==> src/rtl/lenet_pkg.sv <==
// Shared LeNet constants and types used by the F4 feature-map RAM sequencer.
package lenet_pkg;

  localparam int F4_FRAME_LEN  = 25;
  localparam int F4_ADDR_W     = 7;
  localparam int F4_BANK_BASE1 = 64;

  typedef enum logic [1:0] {
    RD_IDLE,
    RD_SWEEP,
    RD_DRAIN
  } f4_rd_state_t;

endpackage

==> src/rtl/f4_ram_ctrl_if.sv <==
// Handshake and RAM-address bundle between S4, C5, the F4 RAM and its sequencer.
interface f4_ram_ctrl_if;
  import lenet_pkg::*;

  logic                 s4_valid;
  logic                 s4_ready;
  logic                 f4_wr_en;
  logic [F4_ADDR_W-1:0] f4_waddr;
  logic                 c5_req;
  logic [F4_ADDR_W-1:0] f4_raddr;
  logic                 f4_rd_valid;
  logic                 f4_rd_last;
  logic                 rd_busy;
  logic [1:0]           bank_full;

  // Producer/consumer side: S4 and C5 drive the requests and watch the status.
  modport master (
    output s4_valid, c5_req,
    input  s4_ready, f4_wr_en, f4_waddr, f4_raddr, f4_rd_valid, f4_rd_last,
           rd_busy, bank_full
  );

  // Sequencer side.
  modport slave (
    input  s4_valid, c5_req,
    output s4_ready, f4_wr_en, f4_waddr, f4_raddr, f4_rd_valid, f4_rd_last,
           rd_busy, bank_full
  );

endinterface

==> src/rtl/f4_ram_ctrl.sv <==
// Ping-pong address sequencer for the F4 feature-map RAM. S4 fills one
// 64-entry bank while C5 sweeps the other one READ_PASSES times.
module f4_ram_ctrl
  import lenet_pkg::*;
#(
  parameter int FRAME_LEN   = F4_FRAME_LEN,
  parameter int BANK_BASE1  = F4_BANK_BASE1,
  parameter int READ_PASSES = 1
) (
  input  logic         clk,
  input  logic         rst,
  f4_ram_ctrl_if.slave bus
);

  localparam logic [F4_ADDR_W-1:0] BASE1     = F4_ADDR_W'(BANK_BASE1);
  localparam logic [5:0]           LAST_IDX  = 6'(FRAME_LEN - 1);
  localparam logic [7:0]           LAST_PASS = 8'(READ_PASSES - 1);

  f4_rd_state_t         state, state_nxt;
  logic [1:0]           bank_full, set_mask, clr_mask;
  logic                 wbank, rbank;
  logic [5:0]           wcnt, rcnt, rcnt_nxt;
  logic [7:0]           pass, pass_nxt;
  logic                 wr_accept, wr_done, sweep_last;
  logic [F4_ADDR_W-1:0] raddr;
  logic                 rd_valid, rd_last;

  function automatic logic [F4_ADDR_W-1:0] base_of(input logic bank);
    return bank ? BASE1 : '0;
  endfunction

  assign wr_accept = bus.s4_valid & ~bank_full[wbank];
  assign wr_done   = wr_accept & (wcnt == LAST_IDX);

  assign bus.s4_ready    = ~bank_full[wbank];
  assign bus.f4_wr_en    = wr_accept;
  assign bus.f4_waddr    = base_of(wbank) + {1'b0, wcnt};
  assign bus.f4_raddr    = raddr;
  assign bus.f4_rd_valid = rd_valid;
  assign bus.f4_rd_last  = rd_last;
  assign bus.rd_busy     = (state != RD_IDLE);
  assign bus.bank_full   = bank_full;

  // A completed write sets its bank's flag; DRAIN clears the read bank's flag.
  always_comb begin
    set_mask = 2'b00;
    clr_mask = 2'b00;
    if (wr_done)
      set_mask[wbank] = 1'b1;
    if (state == RD_DRAIN)
      clr_mask[rbank] = 1'b1;
  end

  // Write word counter and write-bank pointer, toggling at the end of each frame.
  always_ff @(posedge clk or posedge rst) begin
    if (rst) begin
      wcnt  <= '0;
      wbank <= 1'b0;
    end else if (wr_accept) begin
      if (wr_done) begin
        wcnt  <= '0;
        wbank <= ~wbank;
      end else begin
        wcnt <= wcnt + 6'd1;
      end
    end
  end

  // Bank ownership flags and read-bank pointer; both banks may change together.
  always_ff @(posedge clk or posedge rst) begin
    if (rst) begin
      bank_full <= 2'b00;
      rbank     <= 1'b0;
    end else begin
      bank_full <= (bank_full | set_mask) & ~clr_mask;
      if (state == RD_DRAIN)
        rbank <= ~rbank;
    end
  end

  // Read FSM next state and sweep counters.
  always_comb begin
    state_nxt  = state;
    rcnt_nxt   = rcnt;
    pass_nxt   = pass;
    sweep_last = 1'b0;
    case (state)
      RD_IDLE: begin
        if (bus.c5_req & bank_full[rbank]) begin
          state_nxt = RD_SWEEP;
          rcnt_nxt  = '0;
          pass_nxt  = '0;
        end
      end
      RD_SWEEP: begin
        if (rcnt == LAST_IDX) begin
          rcnt_nxt = '0;
          pass_nxt = pass + 8'd1;
          if (pass == LAST_PASS) begin
            state_nxt  = RD_DRAIN;
            sweep_last = 1'b1;
          end
        end else begin
          rcnt_nxt = rcnt + 6'd1;
        end
      end
      RD_DRAIN: state_nxt = RD_IDLE;
      default:  state_nxt = RD_IDLE;
    endcase
  end

  // Read FSM state register.
  always_ff @(posedge clk or posedge rst) begin
    if (rst)
      state <= RD_IDLE;
    else
      state <= state_nxt;
  end

  // Registered read address, with valid/last delayed one cycle to line up with RAM data.
  always_ff @(posedge clk or posedge rst) begin
    if (rst) begin
      rcnt     <= '0;
      pass     <= '0;
      raddr    <= '0;
      rd_valid <= 1'b0;
      rd_last  <= 1'b0;
    end else begin
      rcnt     <= rcnt_nxt;
      pass     <= pass_nxt;
      rd_valid <= (state == RD_SWEEP);
      rd_last  <= sweep_last;
      if (state_nxt == RD_SWEEP)
        raddr <= base_of(rbank) + {1'b0, rcnt_nxt};
    end
  end

endmodule

==> src/flat_wrapper.sv <==
// flat-port wrapper written by rule: the top's interface ports become plain ports
module f4_ram_ctrl_flat import lenet_pkg::*;
#(
  parameter int FRAME_LEN   = F4_FRAME_LEN,
  parameter int BANK_BASE1  = F4_BANK_BASE1,
  parameter int READ_PASSES = 1
)
  (clk, rst, bus_s4_valid, bus_c5_req, bus_s4_ready, bus_f4_wr_en, bus_f4_waddr, bus_f4_raddr, bus_f4_rd_valid, bus_f4_rd_last, bus_rd_busy, bus_bank_full);
  f4_ram_ctrl_if bus_i ();
  input  logic clk;
  input  logic rst;
  input wire logic [$bits(bus_i.s4_valid)-1:0] bus_s4_valid;
  input wire logic [$bits(bus_i.c5_req)-1:0] bus_c5_req;
  output wire logic [$bits(bus_i.s4_ready)-1:0] bus_s4_ready;
  output wire logic [$bits(bus_i.f4_wr_en)-1:0] bus_f4_wr_en;
  output wire logic [$bits(bus_i.f4_waddr)-1:0] bus_f4_waddr;
  output wire logic [$bits(bus_i.f4_raddr)-1:0] bus_f4_raddr;
  output wire logic [$bits(bus_i.f4_rd_valid)-1:0] bus_f4_rd_valid;
  output wire logic [$bits(bus_i.f4_rd_last)-1:0] bus_f4_rd_last;
  output wire logic [$bits(bus_i.rd_busy)-1:0] bus_rd_busy;
  output wire logic [$bits(bus_i.bank_full)-1:0] bus_bank_full;
  assign bus_i.s4_valid = bus_s4_valid;
  assign bus_i.c5_req = bus_c5_req;
  assign bus_s4_ready = bus_i.s4_ready;
  assign bus_f4_wr_en = bus_i.f4_wr_en;
  assign bus_f4_waddr = bus_i.f4_waddr;
  assign bus_f4_raddr = bus_i.f4_raddr;
  assign bus_f4_rd_valid = bus_i.f4_rd_valid;
  assign bus_f4_rd_last = bus_i.f4_rd_last;
  assign bus_rd_busy = bus_i.rd_busy;
  assign bus_bank_full = bus_i.bank_full;
  f4_ram_ctrl #(.FRAME_LEN(FRAME_LEN), .BANK_BASE1(BANK_BASE1), .READ_PASSES(READ_PASSES)) u_core (.clk(clk), .rst(rst), .bus(bus_i));
endmodule
==> config.mk <==
export PLATFORM = sky130hd
export DESIGN_NAME = f4_ram_ctrl_flat
export DESIGN_NICKNAME = d
export VERILOG_FILES = /design/src/rtl/lenet_pkg.sv /design/src/rtl/f4_ram_ctrl_if.sv /design/src/rtl/f4_ram_ctrl.sv /design/src/flat_wrapper.sv
export SDC_FILE = /design/constraint.sdc
export NUM_CORES = 1
export LEC_CHECK = 0
export ABC_CLOCK_PERIOD_IN_PS = 2100
export BUFFER_PORTS_ARGS = -buffer_cell sky130_fd_sc_hd__buf_2
export CAP_MARGIN = 20
export CORE_ASPECT_RATIO = 0.75
export CORE_MARGIN = 10
export CORE_UTILIZATION = 56
export DETAILED_ROUTE_END_ITERATION = 6
export PLACE_DENSITY = 0.78
export SLEW_MARGIN = 20
export SYNTH_ARGS = -nofsm -noshare
export SYNTH_HDL_FRONTEND = slang
export SYNTH_SLANG_ARGS = --single-unit
==> constraint.sdc <==
create_clock -name clk -period 2.1 [get_ports clk]
set_input_delay 0.525 -clock clk [delete_from_list [all_inputs] [get_ports clk]]
set_output_delay 0.525 -clock clk [all_outputs]
set_load 0.02 [all_outputs]
# --- Word level (Yosys, flattened, before mapping) ---
# Cells that the tools add are included.
word_totals:
  regBits: 35
  input_bits: 4
  output_inout_bits: 21
  wordCells: 69
classes:
  add_sub_neg: 5
  order_cmp: 4
  eq_ne: 7
  mux: 26
  bitwise_logic: 9
  n_reduce_logical: 8
ops:
  columns: ["op", "count"]
  rows:
  - ["$mux W6", 3]
  - ["$mux W8", 2]
  - ["$pmux W8 S2", 1]
  - ["$add A7 B6 Y7", 2]
  - ["$mux W7", 2]
  - ["$add A6 B1 Y6 const B", 2]
  - ["$eq A6 B5 Y1 const B", 2]
  - ["$pmux W6 S2", 1]
  - ["$mux W2", 5]
  - ["$mux W1", 9]
  - ["$add A8 B1 Y8 const B", 1]
  - ["$logic_not A8 Y1", 1]
  - ["$eq A2 B1 Y1 const B", 2]
  - ["$lt A1 B2 Y1 const B", 2]
  - ["$ne A2 B1 Y1 const B", 2]
  - ["$pmux W2 S2", 1]
  - ["$reduce_bool A2 Y1", 2]
  - ["$and A1 B1 Y1", 3]
  - ["$not A1 Y1", 3]
  - ["$reduce_and A3 Y1", 1]
  - ["$and A2 B2 Y2", 1]
  - ["$demux W1 S1", 2]
  - ["$eq A2 B2 Y1 const B", 1]
  - ["$ge A1 B1 Y1 const B", 2]
  - ["5 further kinds", 6]

# --- Depth between registers and ports, before layout ---
# Gate-level depths: netlist of run 1.
logic_depth:
  word_depth: 8
  ltp_mapped: 6

# --- Worst setup path before layout of run 1 ---
# Ideal clock, no wire load.
synth_timing:
  path_type: "flip-flop to output port"
  start: "reg u_core.bank_full[1], in the netlist u_core.bus.bank_full[1]"
  end: "out bus_f4_wr_en"
  arrival_ns: 1.381
  required_ns: 1.575
  path_slack_ns: 0.194
  stages_incl_launch_ff: 4
  path_cell_list: "dfrtp_1 mux2i_1 nand2_2 inv_1"
synth_via:
  elab_chain_len: 4
synth_lines:
  columns: ["element", "line", "source"]
  rows:
  - ["start, declared", "f4_ram_ctrl.sv:20", "logic [1:0] bank_full, set_mask, clr_mask;"]
  - ["start signal, assigned", "f4_ram_ctrl.sv:75", "bank_full <= (bank_full | set_mask) & ~clr_mask;"]
  - ["$mux W1 (2 in series)", null, null]
  - ["$not A1 Y1", null, null]
  - ["via bus_s4_ready", "flat_wrapper.sv:14", "output wire logic [$bits(bus_i.s4_ready)-1:0] bus_s4_ready;"]
  - ["$and A1 B1 Y1", "f4_ram_ctrl.sv:32", "assign wr_accept = bus.s4_valid & ~bank_full[wbank];"]
  - ["end, declared", "flat_wrapper.sv:15", "output wire logic [$bits(bus_i.f4_wr_en)-1:0] bus_f4_wr_en;"]
# The timed path passes the listed nets, and every way through them passes these cells. The select of a mux whose other input is x is not followed.

# --- Worst setup path in the final report of run 1 ---
layout_timing:
  start: "reg u_core.wbank"
  end: "out bus_f4_wr_en"
layout_via:
  elab_chain_len: 4
layout_lines:
  columns: ["element", "line", "source"]
  rows:
  - ["start, declared", "f4_ram_ctrl.sv:21", "logic wbank, rbank;"]
  - ["start signal, assigned", "f4_ram_ctrl.sv:62", "wbank <= ~wbank;"]
  - ["$mux W1 (implied by the code) (2 in series)", "f4_ram_ctrl.sv:32", null]
  - ["$not A1 Y1", "f4_ram_ctrl.sv:32", null]
  - ["$and A1 B1 Y1", "f4_ram_ctrl.sv:32", null]
# Every way passes these cells. The select of a mux whose other input is x is not followed.

==> results of run 1 <==
## worst paths after layout
check / start / end / slack (ps) / depth (start not counted)
hold / removal: rst / u_core.rcnt[3] / 320 / 3
hold reg to reg: u_core.bus.f4_raddr[4] / u_core.bus.f4_raddr[4] / 480 / 1
setup / recovery: u_core.wbank / bus_f4_wr_en / 110 / 4
max in group asynchronous: rst / u_core.pass[4] / 1470 / 3
setup reg to reg: u_core.rcnt[0] / u_core.pass[7] / 220 / 6
min in group clk: u_core.bus.f4_raddr[4] / u_core.bus.f4_raddr[4] / 480 / 1
## report_power, final
part,switching (mW),total [mW],leakage (nW),internal [mW]
clock network,0.228,0.486,0.0470,0.257
registers,0.307,1.25,0.433,0.941
logic,0.678,1.15,0.487,0.477
## sequential cells by signal (all words and copies together), names as in the netlist
name,count
u_core.state,2
u_core.pass,8
u_core.rbank,1
u_core.rcnt,6
u_core.bus.f4_rd_last,1
u_core.bus.f4_rd_valid,1
u_core.bus.bank_full,2
u_core.wbank,1
u_core.bus.f4_raddr,7
u_core.wcnt,6
## synthesized netlist by cell type (3+ instances only)
cell,number,area share
nand2_1,9,0.019
nor3_1,5,0.014
o31ai_1,3,0.013
o21ai_0,10,0.029
a22o_1,5,0.025
nor4_1,3,0.011
ha_1,6,0.043
a21o_1,4,0.017
nand3_1,10,0.029
xnor2_1,5,0.025
dfrtp_1,35,0.50
and3_1,6,0.021
inv_1,17,0.036
a21oi_1,5,0.014
nand4_1,3,0.011
nor2_1,8,0.017
## layer usage
| layer | global-route usage | vias up | wire, µm |
|---|---|---|---|
| met3 | 0.0403 | 2 | 241 |
| met2 | 0.225 | 37 | 1790 |
| met1 | 0.175 | 680 | 1760 |
| met4 | 0.0492 | 0 | 23 |
| li1 | - | 666 | - |
| met5 | 0 | - | 0 |
## final cells by class
type                    instances  area [µm²]
repair buffers                 26         135
flip-flops and latches         35         876
multi-input cells             113         792
inverters                      18        67.6
clock buffers                   6        82.6
clock inverters                 1        5.00
well taps                      38        47.5
fillers                       240         972
## critical path: stages, from the launching register on
cell     delay (ps)
dfrtp_1         440
mux2i_2         260
nand2_2         170
inv_2           130
buf_2           170
## logic make-up (layout without fill, tap and decap cells)
| group | count (synthesis) | count (layout) | synth area share |
|---|---|---|---|
| flops | 35 | 35 | 0.500 |
| fa+ha+maj | 6 | 6 | 0.0429 |
| mux | 4 | 4 | 0.0243 |
| xor+xnor | 7 | 7 | 0.0350 |
| buf+inv | 21 | 51 | 0.0500 |
| compound gates | 38 | 38 | 0.156 |
| simple gates | 58 | 58 | 0.192 |
## stage by stage
step | hold slack (ps) | worst slack [ps]
after CTS | 336 | 58.9
final | 324 | 114
after global routing | 366 | 14.8
after detailed placement | 468 | 236
after global placement | 466 | 298
after floorplan | 510 | 194
## placed cells by master (no fill, tap or decap), types with 3 or more instances in the layout
| master | instances |
|---|---|
| nand2_1 | 9 |
| nor4_1 | 3 |
| and3_1 | 6 |
| ha_1 | 6 |
| nand4_1 | 3 |
| nand3_1 | 10 |
| a21o_1 | 4 |
| buf_2 | 24 |
| inv_1 | 16 |
| xnor2_1 | 5 |
| clkbuf_8 | 6 |
| a22o_1 | 5 |
| o31ai_1 | 3 |
| dfrtp_1 | 35 |
| nor3_1 | 5 |
| o21ai_0 | 10 |
| nor2_1 | 8 |
| a21oi_1 | 5 |
## repair_timing
action	CTS	global route
endpoints found under the hold margin	0	0
resized for setup	0	2
endpoints found under the setup margin	0	1
==> results.sh, run 1 <==
export IMPL_synthCells=169
export IMPL_fin_crit_sh=0.946
export IMPL_yosys_warnings=0
export IMPL_final_cell_count_no_fill=237
export IMPL_leakage_nw=0.967
export IMPL_ys_seq_elements=35
export IMPL_worstSetupPathType="flip-flop to output pin"
export IMPL_async_flop_share=1.00
export IMPL_dp_cells=230
export IMPL_drtIter0Drc=102
export IMPL_syn_area_per_cell_um2=10.4
export IMPL_fmax_ghz=0.504
export IMPL_cts_root_buffer="clkbuf_8"
export IMPL_dr_pass1_iters=4
export IMPL_finalSetupViolCount=0
export IMPL_maxCapViolations=0
export IMPL_die_h_um=68.4
export IMPL_crit_required_ps=1570
export IMPL_ant_nets=0
export IMPL_cts_tree="built"
export IMPL_syn_area_um2=1750
export IMPL_cts_buffer_depth=2
export IMPL_yosys_most_used_dff="dfrtp_1"
export IMPL_synth_edf_count=0
export IMPL_routedWlPerCell_um=16.1
export IMPL_fin_total_pwr_mw=2.89
export IMPL_via_per_inst=5.84
export IMPL_core_region_area_um2=2980
export IMPL_drv_slew=0
export IMPL_max_slew_margin_rel=0.657
export IMPL_rsz0062_at_grt="no"
export IMPL_cts_buffers=5
export IMPL_io_pins=25
export IMPL_drc_errors=0
export IMPL_clkSlewWorstSetupHoldPaths_ps=70
export IMPL_cts_hold_fix_buffers=0
export IMPL_totalNegativeSetupSlack_ps=0
export IMPL_critPathMaxFanout=10
export IMPL_grt_pass1_vias=1379
export IMPL_irDropWorstVdd_uv=749
export IMPL_postCtsSetupRepairBufs=0
export IMPL_syn2layout_area_growth_pct=14.5
export IMPL_rows=17
export IMPL_hold_viol_final=0
export IMPL_htree_levels=2
export IMPL_cp_start_kind="flip-flop"
export IMPL_dieArea_um2=5790
export IMPL_hold_class="primary input to async pin"
export IMPL_grt_pass1_wl_um=6530
export IMPL_worstPathArrival_ps=1460
export IMPL_synth_nets=179
export IMPL_cp_end_kind="output pin"
export IMPL_powerDensity_nw_per_um2=1440
export IMPL_drive_gt1_frac=0.231
export IMPL_place_area_um2=1910
export IMPL_drt_total_wl_um=3820
export IMPL_antenna_cells=0
export IMPL_grt_util_all_layers=0.138
export IMPL_routabilityCongestion=0.844
export IMPL_status="finished, final reports clean"
export IMPL_dpl_hpwl_um=2770
export IMPL_post_route_min_period_ps=1990
export IMPL_clk_latency_ps=290
export IMPL_portBuffers=24
export IMPL_cts_sinks=35
export IMPL_grt_antenna_before_repair=0
export IMPL_clock_skew_ps=9.56
export IMPL_finish_utilization=0.674
export IMPL_die_w_um=84.6
export IMPL_vias=1385
export IMPL_grt_max_degree=36
export IMPL_synth_cell_types=40
export IMPL_finalNetCount=209
export IMPL_postLayoutCellArea_um2=2010
export IMPL_grt_overflow_total=0
export IMPL_worst_slew_pin_slew_ps=509
export IMPL_ys_seq_area_frac=0.500
export IMPL_start_util=0.588
Note: power is estimated with default switching activity, not from simulation.
==> inputs of run 2 (changes only) <==
--- a/config.mk
+++ b/config.mk
@@ -8,7 +8,7 @@
 export ABC_CLOCK_PERIOD_IN_PS = 2100
 export BUFFER_PORTS_ARGS = -buffer_cell sky130_fd_sc_hd__buf_2
 export CAP_MARGIN = 20
-export CORE_ASPECT_RATIO = 0.75
+export CORE_ASPECT_RATIO = 1.25
 export CORE_MARGIN = 10
 export CORE_UTILIZATION = 56
 export DETAILED_ROUTE_END_ITERATION = 6
==> constraint.sdc (replaced) <==
create_clock -name clk -period 2.1 [get_ports clk]
set_input_delay 0.105 -clock clk [delete_from_list [all_inputs] [get_ports clk]]
set_output_delay 0.105 -clock clk [all_outputs]
set_load 0.02 [all_outputs]
==> results.sh, run 2 (synthesis results as in run 1) <==
export IMPL_grt_util_all_layers=0.133
export IMPL_syn2layout_area_growth_pct=12.6
export IMPL_routedWlPerCell_um=14.7
export IMPL_post_cts_resized=0
export IMPL_irDropWorstVdd_uv=966
export IMPL_cts_tree="built"
export IMPL_rsz0062_at_grt="no"
export IMPL_max_slew_margin_rel=0.688
export IMPL_drive_gt1_frac=0.214
export IMPL_dr_pass1_iters=4
export IMPL_cts_root_buffer="clkbuf_4"
export IMPL_cp_start_kind="flip-flop"
export IMPL_grt_antenna_before_repair=0
export IMPL_nFillCells=248
export IMPL_max_flop_register="u_core.pass"
export IMPL_cp_end_kind="flip-flop"
export IMPL_cts_buffers=5
export IMPL_fmax_ghz=0.534
export IMPL_critPathMaxFanout=8
export IMPL_final_common_cell="dfrtp_1"
export IMPL_grt_overflow_total=0
export IMPL_powerDensity_nw_per_um2=1370
export IMPL_clock_skew_ps=7.73
export IMPL_io_pins=25
export IMPL_finalSetupViolCount=0
export IMPL_die_h_um=82.5
export IMPL_cp_cell_sequence="inv_1 -> ha_1 -> nand4b_1 -> nor2_1 -> a31o_2 -> mux2_2"
export IMPL_portBuffers=24
export IMPL_via_per_inst=5.81
export IMPL_post_route_min_period_ps=1870
export IMPL_grt_max_degree=36
export IMPL_rows=22
export IMPL_final_cell_mix="dfrtp_1, buf_2, inv_1"
export IMPL_drtIter0Drc=78
export IMPL_post_place_ws_ps=242
export IMPL_largest_register_ff_count=8
export IMPL_drv_slew=0
export IMPL_fin_crit_sh=0.892
export IMPL_die_w_um=70.0
export IMPL_worstSetupPathType="flip-flop to flip-flop"
export IMPL_cpPeakStageDelay_ps=440
export IMPL_drc_errors=0
export IMPL_finalNetCount=210
export IMPL_status="finished, final reports clean"
export IMPL_postCtsSetupRepairBufs=0
export IMPL_hold_class="primary input to flip-flop"
export IMPL_drt_total_wl_um=3490
export IMPL_totalNegativeSetupSlack_ps=0
export IMPL_leakage_nw=0.954
export IMPL_worst_slew_pin_slew_ps=464
export IMPL_grt_pass1_wl_um=6230
export IMPL_ant_nets=0
export IMPL_crit_required_ps=2330
export IMPL_grt_pass1_vias=1425
export IMPL_hold_viol_final=0
export IMPL_dpl_hpwl_um=2660
export IMPL_worst_slack_ps=226
export IMPL_cts_hold_fix_buffers=1
export IMPL_worstPathArrival_ps=2100
export IMPL_dieArea_um2=5780
export IMPL_cts_buffer_depth=2
export IMPL_start_util=0.589
export IMPL_vias=1378
export IMPL_maxCapViolations=0
export IMPL_clk_latency_ps=340
export IMPL_cts_sinks=35
export IMPL_slowest_stage="dfrtp_1"
export IMPL_core_region_area_um2=2970
export IMPL_htree_levels=2
export IMPL_antenna_cells=0
export IMPL_routabilityCongestion=0.833
export IMPL_clkSlewWorstSetupHoldPaths_ps=100
run 2: stage by stage:
stage	hold WS (ps)	cell area [µm²]	power, mW	cells	utilization
4_1_cts	176	1970	2.74	237	0.663
3_5_place_dp	227	1910	2.38	228	0.643
5_1_grt	188	1970	2.95	237	0.663
6_report	180	1970	2.70	237	0.663
2_1_floorplan	259	1750	2.04	169	-
3_3_place_gp	209	1910	2.34	228	0.643
run 2: routing by layer:
| metal | track usage | vias up | part of all wire | wire, µm |
|---|---|---|---|---|
| li1 | - | 670 | - | - |
| met1 | 0.127 | 678 | 0.40 | 1410 |
| met2 | 0.248 | 26 | 0.53 | 1830 |
| met3 | 0.0418 | 4 | 0.055 | 191 |
| met4 | 0.0830 | 0 | 0.016 | 55 |
| met5 | 0 | - | 0 | 0 |
run 2: final cells by class:
class	count	area, µm²	area share
multi-input combinational	113	788	0.400
clock inverter	1	5.00	0.00254
sequential	35	876	0.444
timing repair buffer	27	145	0.0736
inverter	18	67.6	0.0343
clock buffer	7	45.0	0.0228
tap	36	45.0	0.0228
run 2: final timing paths:
path / startpoint / to / slack (ps) / depth (start not counted)
max: u_core.rcnt[0] / u_core.bus.f4_raddr[6] / 230 / 6
min: bus_s4_valid / u_core.wcnt[0] / 180 / 4
max reg2reg: u_core.rcnt[0] / u_core.bus.f4_raddr[6] / 230 / 6
min reg2reg: u_core.wcnt[5] / u_core.wcnt[5] / 480 / 1
max in group asynchronous: rst / u_core.pass[5] / 1380 / 4
min in group asynchronous: rst / u_core.bus.f4_raddr[3] / 410 / 4
run 2: where the power goes:
part	internal, mW	switching (mW)	leakage (nW)
Clock	0.130	0.208	0.0293
Sequential	0.939	0.291	0.433
Combinational	0.469	0.660	0.492
Total	1.54	1.16	0.954
run 2: critical path: cells and delay by family, from the launching register on:
family	cells	cell delay, ps
buffers and inverters	1	100
AND/OR/NAND/NOR	2	410
multiplexers	1	350
flip-flops	1	440
AO/OA/AOI/OAI	1	300
adder cells (fa/ha/maj)	1	170
